$ cat src/rtl/uart_fifo_core.sv
// uart_fifo_core: UART with baud generator, 16x-oversampled RX/TX engines and
// circular RX/TX FIFOs exposed through valid/ready handshakes.
//   clk_100MHz, reset     : system clock, synchronous active-high reset
//   baud_div              : clocks per oversampling tick (0/1 = every cycle)
//   rx / tx               : serial line in (async) / out, idle high
//   tx_data/valid/ready   : TX FIFO push port (ready = not full)
//   rx_data/valid/ready   : RX FIFO first-word-fall-through pop port
//   tx_level, rx_level    : FIFO occupancies
//   tx_busy               : TX engine mid-frame
//   frame_err, parity_err, overrun : sticky line errors, cleared by err_clear
module uart_fifo_core #(
    parameter int DBITS           = 8,
    parameter int SB_TICK         = 16,
    parameter int DIV_BITS        = 16,
    parameter int FIFO_DEPTH_LOG2 = 4,
    parameter int PARITY_EN       = 0,
    parameter int PARITY_ODD      = 0
) (
    input  logic                       clk_100MHz,
    input  logic                       reset,
    input  logic [DIV_BITS-1:0]        baud_div,
    input  logic                       rx,
    output logic                       tx,
    input  logic [DBITS-1:0]           tx_data,
    input  logic                       tx_valid,
    output logic                       tx_ready,
    output logic [DBITS-1:0]           rx_data,
    output logic                       rx_valid,
    input  logic                       rx_ready,
    output logic [FIFO_DEPTH_LOG2:0]   tx_level,
    output logic [FIFO_DEPTH_LOG2:0]   rx_level,
    output logic                       tx_busy,
    output logic                       frame_err,
    output logic                       parity_err,
    output logic                       overrun,
    input  logic                       err_clear
);
    localparam int AW = FIFO_DEPTH_LOG2;
    localparam int LW = FIFO_DEPTH_LOG2 + 1;
    localparam int unsigned DEPTH = 1 << FIFO_DEPTH_LOG2;
    localparam logic ODD = (PARITY_ODD != 0);

    typedef enum logic [2:0] {S_IDLE, S_START, S_DATA, S_PAR, S_STOP} state_t;

    // ---------------- baud tick ----------------
    logic [DIV_BITS-1:0] baud_cnt_q;
    logic                tick;
    assign tick = (baud_div < DIV_BITS'(2)) || (baud_cnt_q == baud_div - DIV_BITS'(1));

    always_ff @(posedge clk_100MHz) begin
        if (reset || tick || baud_cnt_q >= baud_div) baud_cnt_q <= '0;
        else                                         baud_cnt_q <= baud_cnt_q + DIV_BITS'(1);
    end

    // ---------------- rx synchroniser ----------------
    logic rx_meta_q, rx_sync_q;
    always_ff @(posedge clk_100MHz) begin
        if (reset) begin
            rx_meta_q <= 1'b1;
            rx_sync_q <= 1'b1;
        end else begin
            rx_meta_q <= rx;
            rx_sync_q <= rx_meta_q;
        end
    end

    // ---------------- RX engine ----------------
    state_t           rx_state_q, rx_state_d;
    logic [5:0]       rx_s_q, rx_s_d;
    logic [3:0]       rx_n_q, rx_n_d;
    logic [DBITS-1:0] rx_sh_q, rx_sh_d;
    logic             rx_par_q, rx_par_d;
    logic             frame_evt, par_evt, push_evt;

    always_comb begin
        rx_state_d = rx_state_q;
        rx_s_d     = rx_s_q;
        rx_n_d     = rx_n_q;
        rx_sh_d    = rx_sh_q;
        rx_par_d   = rx_par_q;
        frame_evt  = 1'b0;
        par_evt    = 1'b0;
        push_evt   = 1'b0;
        case (rx_state_q)
            S_IDLE: if (!rx_sync_q) begin
                rx_state_d = S_START;
                rx_s_d     = '0;
            end
            S_START: if (tick) begin
                if (rx_s_q == 6'd7) begin
                    // line back high at mid start bit: treat as a glitch
                    rx_state_d = rx_sync_q ? S_IDLE : S_DATA;
                    rx_s_d     = '0;
                    rx_n_d     = '0;
                end else rx_s_d = rx_s_q + 6'd1;
            end
            S_DATA: if (tick) begin
                if (rx_s_q == 6'd15) begin
                    rx_s_d  = '0;
                    rx_sh_d = {rx_sync_q, rx_sh_q[DBITS-1:1]};
                    if (rx_n_q == 4'(DBITS-1)) rx_state_d = (PARITY_EN != 0) ? S_PAR : S_STOP;
                    else                       rx_n_d = rx_n_q + 4'd1;
                end else rx_s_d = rx_s_q + 6'd1;
            end
            S_PAR: if (tick) begin
                if (rx_s_q == 6'd15) begin
                    rx_s_d     = '0;
                    rx_par_d   = rx_sync_q;
                    rx_state_d = S_STOP;
                end else rx_s_d = rx_s_q + 6'd1;
            end
            S_STOP: if (tick) begin
                if (rx_s_q == 6'(SB_TICK-1)) begin
                    rx_state_d = S_IDLE;
                    if (!rx_sync_q) frame_evt = 1'b1;
                    else if ((PARITY_EN != 0) && (rx_par_q != ((^rx_sh_q) ^ ODD))) par_evt = 1'b1;
                    else push_evt = 1'b1;
                end else rx_s_d = rx_s_q + 6'd1;
            end
            default: rx_state_d = S_IDLE;
        endcase
    end

    always_ff @(posedge clk_100MHz) begin
        if (reset) begin
            rx_state_q <= S_IDLE;
            rx_s_q     <= '0;
            rx_n_q     <= '0;
            rx_sh_q    <= '0;
            rx_par_q   <= 1'b0;
        end else begin
            rx_state_q <= rx_state_d;
            rx_s_q     <= rx_s_d;
            rx_n_q     <= rx_n_d;
            rx_sh_q    <= rx_sh_d;
            rx_par_q   <= rx_par_d;
        end
    end

    // ---------------- RX FIFO ----------------
    logic [DBITS-1:0] rx_mem [DEPTH];
    logic [AW-1:0]    rx_wp_q, rx_rp_q;
    logic [LW-1:0]    rx_lvl_q;
    logic             rx_full, rx_wr, rx_pop;

    assign rx_full  = (rx_lvl_q == LW'(DEPTH));
    assign rx_valid = (rx_lvl_q != '0);
    assign rx_pop   = rx_valid && rx_ready;
    assign rx_wr    = push_evt && !rx_full;
    assign rx_data  = rx_valid ? rx_mem[rx_rp_q] : '0;
    assign rx_level = rx_lvl_q;

    always_ff @(posedge clk_100MHz) begin
        if (rx_wr) rx_mem[rx_wp_q] <= rx_sh_q;
    end

    always_ff @(posedge clk_100MHz) begin
        if (reset) begin
            rx_wp_q  <= '0;
            rx_rp_q  <= '0;
            rx_lvl_q <= '0;
        end else begin
            if (rx_wr)  rx_wp_q <= rx_wp_q + AW'(1);
            if (rx_pop) rx_rp_q <= rx_rp_q + AW'(1);
            case ({rx_wr, rx_pop})
                2'b10:   rx_lvl_q <= rx_lvl_q + LW'(1);
                2'b01:   rx_lvl_q <= rx_lvl_q - LW'(1);
                default: rx_lvl_q <= rx_lvl_q;
            endcase
        end
    end

    // ---------------- sticky errors (set wins over clear) ----------------
    logic frame_err_q, parity_err_q, overrun_q;
    always_ff @(posedge clk_100MHz) begin
        if (reset) begin
            frame_err_q  <= 1'b0;
            parity_err_q <= 1'b0;
            overrun_q    <= 1'b0;
        end else begin
            frame_err_q  <= frame_evt | (frame_err_q & ~err_clear);
            parity_err_q <= par_evt   | (parity_err_q & ~err_clear);
            overrun_q    <= (push_evt & rx_full) | (overrun_q & ~err_clear);
        end
    end
    assign frame_err  = frame_err_q;
    assign parity_err = parity_err_q;
    assign overrun    = overrun_q;

    // ---------------- TX FIFO ----------------
    logic [DBITS-1:0] tx_mem [DEPTH];
    logic [AW-1:0]    tx_wp_q, tx_rp_q;
    logic [LW-1:0]    tx_lvl_q;
    logic             tx_push, tx_pop;

    assign tx_ready = !reset && (tx_lvl_q != LW'(DEPTH));
    assign tx_push  = tx_valid && tx_ready;
    assign tx_level = tx_lvl_q;

    always_ff @(posedge clk_100MHz) begin
        if (tx_push) tx_mem[tx_wp_q] <= tx_data;
    end

    always_ff @(posedge clk_100MHz) begin
        if (reset) begin
            tx_wp_q  <= '0;
            tx_rp_q  <= '0;
            tx_lvl_q <= '0;
        end else begin
            if (tx_push) tx_wp_q <= tx_wp_q + AW'(1);
            if (tx_pop)  tx_rp_q <= tx_rp_q + AW'(1);
            case ({tx_push, tx_pop})
                2'b10:   tx_lvl_q <= tx_lvl_q + LW'(1);
                2'b01:   tx_lvl_q <= tx_lvl_q - LW'(1);
                default: tx_lvl_q <= tx_lvl_q;
            endcase
        end
    end

    // ---------------- TX engine ----------------
    state_t           tx_state_q, tx_state_d;
    logic [5:0]       tx_s_q, tx_s_d;
    logic [3:0]       tx_n_q, tx_n_d;
    logic [DBITS-1:0] tx_sh_q, tx_sh_d;
    logic             tx_par_q, tx_par_d;
    logic             tx_q, tx_d;

    always_comb begin
        tx_state_d = tx_state_q;
        tx_s_d     = tx_s_q;
        tx_n_d     = tx_n_q;
        tx_sh_d    = tx_sh_q;
        tx_par_d   = tx_par_q;
        tx_pop     = 1'b0;
        case (tx_state_q)
            S_IDLE: if (tx_lvl_q != '0) begin
                tx_pop     = 1'b1;
                tx_sh_d    = tx_mem[tx_rp_q];
                tx_par_d   = (^tx_mem[tx_rp_q]) ^ ODD;
                tx_state_d = S_START;
                tx_s_d     = '0;
            end
            S_START: if (tick) begin
                if (tx_s_q == 6'd15) begin
                    tx_s_d     = '0;
                    tx_n_d     = '0;
                    tx_state_d = S_DATA;
                end else tx_s_d = tx_s_q + 6'd1;
            end
            S_DATA: if (tick) begin
                if (tx_s_q == 6'd15) begin
                    tx_s_d  = '0;
                    tx_sh_d = tx_sh_q >> 1;
                    if (tx_n_q == 4'(DBITS-1)) tx_state_d = (PARITY_EN != 0) ? S_PAR : S_STOP;
                    else                       tx_n_d = tx_n_q + 4'd1;
                end else tx_s_d = tx_s_q + 6'd1;
            end
            S_PAR: if (tick) begin
                if (tx_s_q == 6'd15) begin
                    tx_s_d     = '0;
                    tx_state_d = S_STOP;
                end else tx_s_d = tx_s_q + 6'd1;
            end
            S_STOP: if (tick) begin
                if (tx_s_q == 6'(SB_TICK-1)) tx_state_d = S_IDLE;
                else                         tx_s_d = tx_s_q + 6'd1;
            end
            default: tx_state_d = S_IDLE;
        endcase
        // line level derived from next state so the pin is a clean register
        case (tx_state_d)
            S_START: tx_d = 1'b0;
            S_DATA:  tx_d = tx_sh_d[0];
            S_PAR:   tx_d = tx_par_d;
            default: tx_d = 1'b1;
        endcase
    end

    always_ff @(posedge clk_100MHz) begin
        if (reset) begin
            tx_state_q <= S_IDLE;
            tx_s_q     <= '0;
            tx_n_q     <= '0;
            tx_sh_q    <= '0;
            tx_par_q   <= 1'b0;
            tx_q       <= 1'b1;
        end else begin
            tx_state_q <= tx_state_d;
            tx_s_q     <= tx_s_d;
            tx_n_q     <= tx_n_d;
            tx_sh_q    <= tx_sh_d;
            tx_par_q   <= tx_par_d;
            tx_q       <= tx_d;
        end
    end

    assign tx      = tx_q;
    assign tx_busy = (tx_state_q != S_IDLE);
endmodule

$ cat config.mk
export PLATFORM = sky130hd
export DESIGN_NAME = uart_fifo_core
export DESIGN_NICKNAME = d
export VERILOG_FILES = /design/src/rtl/uart_fifo_core.sv
export SDC_FILE = /design/constraint.sdc
export NUM_CORES = 1
export LEC_CHECK = 0
export CORE_UTILIZATION = 54
export DETAILED_ROUTE_END_ITERATION = 8
export DONT_BUFFER_PORTS = 1
export PLACE_DENSITY = 0.69
export SYNTH_ARGS = -nofsm -noshare
export SYNTH_HDL_FRONTEND = slang
export SYNTH_SLANG_ARGS = --single-unit
$ cat constraint.sdc
create_clock -name clk_100MHz -period 7.4 [get_ports clk_100MHz]
set_input_delay 1.48 -clock clk_100MHz [delete_from_list [all_inputs] [get_ports clk_100MHz]]
set_output_delay 1.48 -clock clk_100MHz [all_outputs]
set_load 0.005 [all_outputs]
==> summary.md, run 1 <==
| Metric | Value |
|---|---|
| Final worst slack | `1.82 ns` |
| Die Span Y | `171 µm` |
| Setup TNS | `0 ns` |
| Power per Cell Area | `282 nW/µm²` |
| Antenna Cells | `0` |
| Worst-Margin Slew | `1.16 ns` |
| Critical path's slowest cell | `nor4_2` |
| Worst endpoint required time | `7.84 ns` |
| Clock transition at path regs | `0.05 ns` |
| GRT Util Overall | `0.213` |
| DRT iter0 DRCs | `738` |
| Worst VDD drop | `0.000207 V` |
| Via count | `8,762` |
| Hold Path Sink | `rx_sync_q` |
| Die area | `29,200 µm²` |
| Hold buffer count at cts | `0` |
| Total Nets Final | `1,167` |
| Setup bufs post-CTS | `0` |
| R2R setup slack | `2.88 ns` |
| Worst endpoint data arrival time | `6.03 ns` |
| Leakage | `0.00602 µW` |
| Register area share after synthesis | `0.628` |
| #FFs+latches synth | `355` |
| R2r worst-path depth | `18` |
| Crit Path Class | `in -> reg` |
| Hold WC Path Type | `reg -> reg` |
| PostCTS Resize Cnt | `0` |
| Final setup fails | `0` |
| Hold_sp | `rx_meta_q` |
| Pre-CTS setup slack | `1.32 ns` |
| Hold path depth | `1` |
| Worst slew margin | `0.223` |
| Gr busiest metal | `met2` |
| Final period util | `0.755` |
| First-pass DRT Iterations | `5` |
| Largest net degree at the start of global routing | `75` |
| Number of antenna violations at the first check in global routing | `0` |
| Number of distinct library cells after synthesis | `69` |
| Vias in the first global route | `8,637` |
| Avg WL per Cell | `19.9 µm` |
| IO Port Bufs | `0` |
| Async S/R FF share, synth | `0` |
| Fmax | `179 MHz` |
| CP bufs+invs | `3` |
| CTS tree | `built` |
| CTS buffer count | `38` |
| P&R area growth vs syn | `10.3%` |
| Status | `completed` |
| Design Area, Final | `17,000 µm²` |
| Max cap viols | `0` |
| CP dominant cell by count | `inv_1` |
| Clk sinks | `355` |
| Max incr delay on CP | `0.73 ns` |
| Later-pin clock latency in the skew report | `0.53 ns` |
| Final Hold Vio Count | `0` |
| Root Buffer | `clkbuf_16` |
| Final slew viol count | `0` |
| Final HPWL DP | `19.0 mm` |
| DRC Markers | `0` |
| WL final | `29.9 mm` |
| Routing usage on met2 | `0.340` |
| Fillers | `2,125` |
| H-tree levels | `2` |
| Clock Tree Buf Depth | `3` |
| Global-route wire length before repair | `47.2 mm` |
| Post-Syn Area | `15,400 µm²` |
| Rows | `61` |
| Crit-path max FO | `12` |
| Cells after Synth | `1,094` |
| Syn Area/Cell | `14.1 µm²` |
| RSZ-0062 raised after global routing | `no` |
| Antenna Violating Nets Remaining | `0` |
| Final hold slack | `0.413 ns` |
| Reg2Reg Launch Point | `baud_cnt_q[0]` |
| Synth warnings | `0` |
| RR Endpoint | `rx_level[4]` |
| GPL Wtd Cong | `0.815` |
| Core region area | `27,900 µm²` |
| Placed cell areas | `15,700 µm²` |
| Fraction of layout cells with a size suffix above 1 | `0.148` |
| Critical Path End Type | `flip-flop` |
| Initial core utilization | `0.551` |
| GR Overflow Total | `0` |
| CP delay by family, top | `simple AND/OR/NAND/NOR gates` |
| Final core utilization | `0.608` |
| Clock Skew | `0.0193 ns` |
| Post-Syn Nets | `1,166` |
| # IOs | `55` |
| EDFF count, synth | `256` |
| Via density | `5.84` |
| Fin crit period | `5.58 ns` |
| Synth Flop Type | `edfxtp_1` |
| Grt met1 use | `0.297` |
| GRT met3 Usage | `0.0421` |
| Die width | `171 µm` |
| CP startpoint kind | `primary input` |
| Critical path, cell by cell | `nor4_2, nand4_1, xnor2_1, or4_1, or4_4, and2_4, nor4_4, inv_1, ha_1, inv_1, fa_1, inv_1, a21o_1, a21oi_1, xnor2_1, or3_1, a21oi_1` |
## state kept, by name, indices dropped and copies added, names as in the netlist, 6 cells and up, named ones only
name and count:
rx_s_q 6, rx_sh_q 8, tx_mem 128, rx_mem 128, tx_sh_q 8, baud_cnt_q 16
tx_s_q 6
## layout by cell type, fill, tap and decap left out, types with 8 or more instances in the layout
cell / n
nor3_1: 19
mux4_2: 72
clkbuf_1: 8
a21oi_1: 46
edfxtp_1: 256
nor2_1: 112
nand3_1: 17
buf_4: 8
o21ai_0: 17
a22oi_1: 23
nor2b_1: 15
nand2b_1: 11
mux2i_1: 11
clkbuf_16: 38
ha_1: 40
a21o_1: 15
xor2_1: 32
inv_1: 44
dfxtp_1: 97
nand2_1: 59
xnor2_1: 35
or3_1: 8
nand4_1: 22
## per-layer routing
layer	wire length (µm)	share of wire	up-vias
met3	1870	0.063	51
met5	0	0	-
met4	610	0.020	0
met1	13300	0.45	4322
li1	-	-	4129
met2	14000	0.47	260
## logic make-up (layout without fill, tap and decap cells)
group,after synthesis,in the layout,share of synthesized area
AO/OA/AOI/OAI,133,133,0.0557
adder cells (fa/ha/maj),42,42,0.0351
AND/OR/NAND/NOR,322,322,0.106
XOR/XNOR,67,67,0.0381
multiplexers,84,84,0.113
buffers and inverters,91,119,0.0239
flip-flops,355,355,0.628
## worst max-delay path by stage
stage                startpoint      endpoint  slack, ns  depth (start not counted)
global route        baud_div[2]   rx_level[4]       1.57                         17
CTS                 baud_div[2]   rx_level[4]       1.86                         15
detailed placement  baud_div[2]  rx_mem[3][2]       1.32                          9
global placement    baud_div[2]   rx_level[4]       1.41                         15
finish              baud_div[2]   rx_level[4]       1.82                         17
floorplan           baud_div[2]   rx_level[4]       1.75                         16
## per-stage QoR
step	instances	total power, µW
floorplan	1094	2830
global placement	1433	2960
detailed placement	1433	2960
CTS	1500	4830
global route	1500	5000
finish	1500	4790
## where the power goes
part           internal, µW  total (µW)  switching (µW)
clock                  1130        1870             741
combinational           320         689             369
sequential             2180        2230            51.7
total                  3630        4790            1160
## cell type report
type / instances / area (µm²) / share of cell area
sequential: 355 / 9670 / 0.569
inverter: 44 / 165 / 0.00972
clock buffer: 50 / 1040 / 0.0610
clock inverter: 17 / 201 / 0.0119
timing repair buffer: 8 / 60.1 / 0.00354
tap: 378 / 473 / 0.0278
multi-input combinational: 648 / 5380 / 0.317
## Yosys cell counts (7+ instances only)
cell type | count | area share
edfxtp_1 | 256 | 0.50
nor2_1 | 112 | 0.027
dfxtp_1 | 99 | 0.13
mux4_2 | 72 | 0.11
nand2_1 | 59 | 0.014
a21oi_1 | 46 | 0.015
inv_1 | 44 | 0.011
ha_1 | 40 | 0.032
xnor2_1 | 35 | 0.020
xor2_1 | 32 | 0.018
clkbuf_1 | 31 | 0.0076
a22oi_1 | 23 | 0.011
nand4_1 | 22 | 0.0089
nor3_1 | 21 | 0.0068
nand3_1 | 17 | 0.0055
o21ai_0 | 17 | 0.0055
a21o_1 | 15 | 0.0073
nor2b_1 | 15 | 0.0061
mux2i_1 | 11 | 0.0071
nand2b_1 | 11 | 0.0045
buf_1 | 10 | 0.0024
or3_1 | 8 | 0.0032
nor4_1 | 7 | 0.0028
or4_1 | 7 | 0.0034
(Power assumes the default switching activity.)
==> run 2: changes to the inputs <==
PLACE_DENSITY = 0.72   (was 0.69)
clock period = 4.63 ns   (was 7.4 ns; I/O delays follow)
==> summary.md, run 2 (synthesized netlist as in run 1, its figures left out) <==
| Metric | Value |
|---|---|
| Power per Cell Area | `442 nW/µm²` |
| Worst endpoint data arrival time | `4.49 ns` |
| Crit Path Class | `in -> reg` |
| Final HPWL DP | `20.0 mm` |
| Worst setup path start | `baud_div[1]` |
| Global-route wire length before repair | `47.9 mm` |
| Largest regs | `rx_mem: 128 flops, tx_mem: 128 flops, baud_cnt_q: 16 flops` |
| GR Overflow Total | `0` |
| Largest net degree at the start of global routing | `75` |
| Worst-Margin Slew | `0.963 ns` |
| Critical Path End Type | `flip-flop` |
| Avg WL per Cell | `19.8 µm` |
| Clock Skew | `0.0158 ns` |
| Most common cell after layout, fill and taps aside | `edfxtp_1` |
| Die Span Y | `171 µm` |
| Max cap viols | `0` |
| Via density | `5.80` |
| Final worst slack | `0.574 ns` |
| Later-pin clock latency in the skew report | `0.52 ns` |
| CTS buffer count | `38` |
| Core region area | `27,900 µm²` |
| IO Port Bufs | `0` |
| Clock Tree Buf Depth | `3` |
| CP startpoint kind | `primary input` |
| Reg2Reg Launch Point | `baud_cnt_q[0]` |
| Fmax | `247 MHz` |
| Worst VDD drop | `0.000359 V` |
| Setup TNS | `0 ns` |
| Crit-path max FO | `5` |
| Rows | `61` |
| Fin crit period | `4.06 ns` |
| CP delay by family, top | `simple AND/OR/NAND/NOR gates` |
| Root Buffer | `clkbuf_16` |
| Fraction of layout cells with a size suffix above 1 | `0.167` |
| Via count | `8,848` |
| Final slew viol count | `0` |
| PostCTS Resize Cnt | `0` |
| # IOs | `55` |
| RSZ-0062 raised after global routing | `no` |
| Critical path, cell by cell | `inv_1, ha_1, xnor2_1, a311o_1, nor4b_1, nand4_1, or4_4, and2_4, nor4_4, inv_2, ha_4, inv_4, fa_2, inv_1, a21o_1, a21oi_2, xnor2_1, or3_1, a21oi_1` |
| Max incr delay on CP | `0.50 ns` |
| Worst endpoint required time | `5.07 ns` |
| Hold buffer count at cts | `0` |
| CP bufs+invs | `4` |
| Pre-CTS setup slack | `0.0632 ns` |
| Number of antenna violations at the first check in global routing | `0` |
| GRT Util Overall | `0.216` |
| CTS tree | `built` |
| DRT iter0 DRCs | `819` |
| Vias in the first global route | `8,898` |
| First-pass DRT Iterations | `5` |
| Clk sinks | `355` |
| Final Hold Vio Count | `0` |
| Setup bufs post-CTS | `0` |
| WL final | `30.2 mm` |
| Worst slew margin | `0.357` |
| Critical path's slowest cell | `or4_4` |
| Die width | `171 µm` |
| Die area | `29,200 µm²` |
| Most frequent cells in the layout | `edfxtp_1 (256), nor2_1 (112), dfxtp_1 (97), mux4_2 (72), nand2_1 (59)` |
| GPL Wtd Cong | `0.840` |
| Antenna Cells | `0` |
| Hold WC Path Type | `reg -> reg` |
| Final setup fails | `0` |
| Leakage | `0.00612 µW` |
| Status | `completed` |
| Hold_sp | `rx_meta_q` |
| Initial core utilization | `0.551` |
| Final period util | `0.876` |
| DRC Markers | `0` |
| H-tree levels | `2` |
| Clock transition at path regs | `0.06 ns` |
| Pwr Total | `7600 µW` |
| Total Nets Final | `1,191` |
| Antenna Violating Nets Remaining | `0` |
| P&R area growth vs syn | `11.6%` |
## run 2: worst paths after layout
kind	endpoint	slack (ns)	cells after the start
setup / recovery	rx_level[4]	0.57	19
hold / removal	rx_sync_q	0.42	1
setup reg to reg	rx_level[4]	0.67	18
hold reg to reg	rx_sync_q	0.42	1
## run 2: through the flow
step | instance area, µm² | utilization | hold slack [ns] | instances
after detailed placement | 16000 | 0.573 | 0.408 | 1457
after global routing | 17200 | 0.616 | 0.435 | 1525
final | 17200 | 0.616 | 0.416 | 1525
after global placement | 16000 | 0.573 | 0.412 | 1457
after floorplan | 15500 | - | 0.389 | 1094
after CTS | 17200 | 0.616 | 0.421 | 1525
## run 2: routing by layer
layer,part of all wire,track usage
met1,0.44,0.295
met2,0.49,0.356
met3,0.061,0.0382
met4,0.019,0.0617
met5,0,0
## run 2: final cells by class
cell class,instances,area (µm²)
clock buffers,53,1030
repair buffers,32,265
well taps,378,473
fillers,2089,10700
flip-flops and latches,355,9670
multi-input cells,648,5420
clock inverters,15,166
inverters,44,168
## run 2: power breakdown
part | switching [µW] | leakage (µW) | total, µW | internal [µW]
combinational | 567 | 0.00209 | 1090 | 527
sequential | 121 | 0.00345 | 3610 | 3490
clock | 1170 | 0.000578 | 2900 | 1720
total | 1860 | 0.00612 | 7600 | 5740
==> run 3: changes to the inputs <==
clock period = 3.51 ns   (was 4.63 ns; I/O delays follow)
==> summary.md, run 3 (synthesized netlist as in run 1, its figures left out) <==
| Metric | Value |
|---|---|
| Status | `finished, violations left` |
| Failing checks | `setup timing` |
| Via density | `5.78` |
| DRC Markers | `0` |
| Root Buffer | `clkbuf_16` |
| CP startpoint kind | `primary input` |
| Power per Cell Area | `578 nW/µm²` |
| Final worst slack | `-0.356 ns` |
| Rows | `61` |
| Leakage | `0.00663 µW` |
| GR Overflow Total | `0` |
| Crit Path Class | `in -> reg` |
| Clock transition at path regs | `0.06 ns` |
| Antenna Violating Nets Remaining | `0` |
| GPL Wtd Cong | `0.872` |
| Vias in the first global route | `9,192` |
| Worst VDD drop | `0.000477 V` |
| Top Layer Used | `met4` |
| CTS buffer count | `38` |
| Crit-path max FO | `6` |
| H-tree levels | `2` |
| Worst-Margin Slew | `0.772 ns` |
| Fraction of layout cells with a size suffix above 1 | `0.247` |
| Clk sinks | `355` |
| Max cap viols | `0` |
| Pre-CTS setup slack | `-0.918 ns` |
| Fin crit period | `3.87 ns` |
| Antenna Cells | `0` |
| Placed cell count | `1,531` |
| Worst slew margin | `0.483` |
| WL final | `32.7 mm` |
| Die Span Y | `171 µm` |
| Fmax | `259 MHz` |
| GRT Util Overall | `0.232` |
| Critical Path End Type | `flip-flop` |
| Final Hold Vio Count | `0` |
| Avg WL per Cell | `20.4 µm` |
| Later-pin clock latency in the skew report | `0.52 ns` |
| Worst endpoint required time | `3.96 ns` |
| Hold buffer count at cts | `0` |
| P&R area growth vs syn | `18.9%` |
| Met2 WL | `16.5 mm` |
| Initial core utilization | `0.551` |
| Most frequent cells in the layout | `edfxtp_1 (256), nor2_1 (99), dfxtp_1 (97), buf_4 (86), mux4_2 (72)` |
| Clock Skew | `0.0214 ns` |
| Largest net degree at the start of global routing | `75` |
| Total Nets Final | `1,267` |
| Worst endpoint data arrival time | `4.32 ns` |
| Hold path depth | `1` |
| Final HPWL DP | `21.4 mm` |
| Via count | `9,261` |
| Clock Tree Buf Depth | `3` |
| Global-route wire length before repair | `51.1 mm` |
| Post-Layout Cell Count | `1,602` |
| CTS tree | `built` |
| Die area | `29,200 µm²` |
| Final slew viol count | `0` |
| Largest regs | `rx_mem: 128 flops, tx_mem: 128 flops, baud_cnt_q: 16 flops` |
| # IOs | `55` |
| Core region area | `27,900 µm²` |
| RSZ-0062 raised after global routing | `yes` |
| Hold WC Path Type | `in -> reg` |
| IO Port Bufs | `0` |
| DRT iter0 DRCs | `689` |
| First-pass DRT Iterations | `5` |
| Number of antenna violations at the first check in global routing | `0` |
| M1 wire length | `14.2 mm` |
| Final hold slack | `0.245 ns` |
| Setup TNS | `-1.35 ns` |
| R2r worst-path depth | `18` |
| Final period util | `1.10` |
| Final setup fails | `20` |
| Die width | `171 µm` |
| Met3 wire length | `1.50 mm` |
| Most common cell after layout, fill and taps aside | `edfxtp_1` |
## run 3: final timing paths
check,start,to,slack [ns]
max reg2reg,baud_cnt_q[0],rx_level[4],-0.18
max,baud_div[2],rx_level[4],-0.36
min reg2reg,tx_sh_q[1],tx_sh_q[1],0.45
min,reset,tx_level[4],0.25
## run 3: critical path: stages
cell and delay, ns:
nor4_4 0.40, nand4_1 0.17, xnor2_1 0.16, or4_1 0.53, or4_4 0.57, and2_4 0.20
nor4_4 0.18, inv_2 0.10, ha_4 0.20, inv_4 0.06, fa_2 0.19, inv_1 0.04
a21o_1 0.15, a21oi_2 0.12, xnor2_1 0.09, or3_1 0.33, a21oi_2 0.13
## run 3: metal layers
layer | up-vias | track usage
met1 | 4644 | 0.308
met3 | 49 | 0.0335
met5 | - | 0
li1 | 4338 | -
met4 | 0 | 0.0586
met2 | 230 | 0.401
## run 3: timing repair
action,4_1_cts,5_1_grt
endpoints found under the setup margin,4,99
gates cloned,0,0
pin swaps,1,14
setup buffers,1,3
gates resized for setup,1,28
## run 3: final cells by class
cell class | instances | area [µm²]
sequential | 355 | 9670
fill | 1979 | 9630
multi-input combinational | 648 | 5640
clock buffer | 48 | 1050
timing repair buffer | 108 | 1010
tap | 378 | 473
clock inverter | 21 | 303
inverter | 44 | 168
## run 3: through the flow
step	instance area, µm²	power, µW	utilization
3_5_place_dp	16800	6390	0.603
6_report	18300	10600	0.655
4_1_cts	18200	10700	0.652
5_1_grt	18300	11000	0.655
3_3_place_gp	16800	6350	0.603
2_1_floorplan	15600	5960	-
## run 3: power by group
part	leakage (µW)	total [µW]	internal, µW	switching [µW]
Combinational	0.00253	1570	759	813
Sequential	0.00345	4730	4600	131
Clock	0.000647	4280	2650	1630
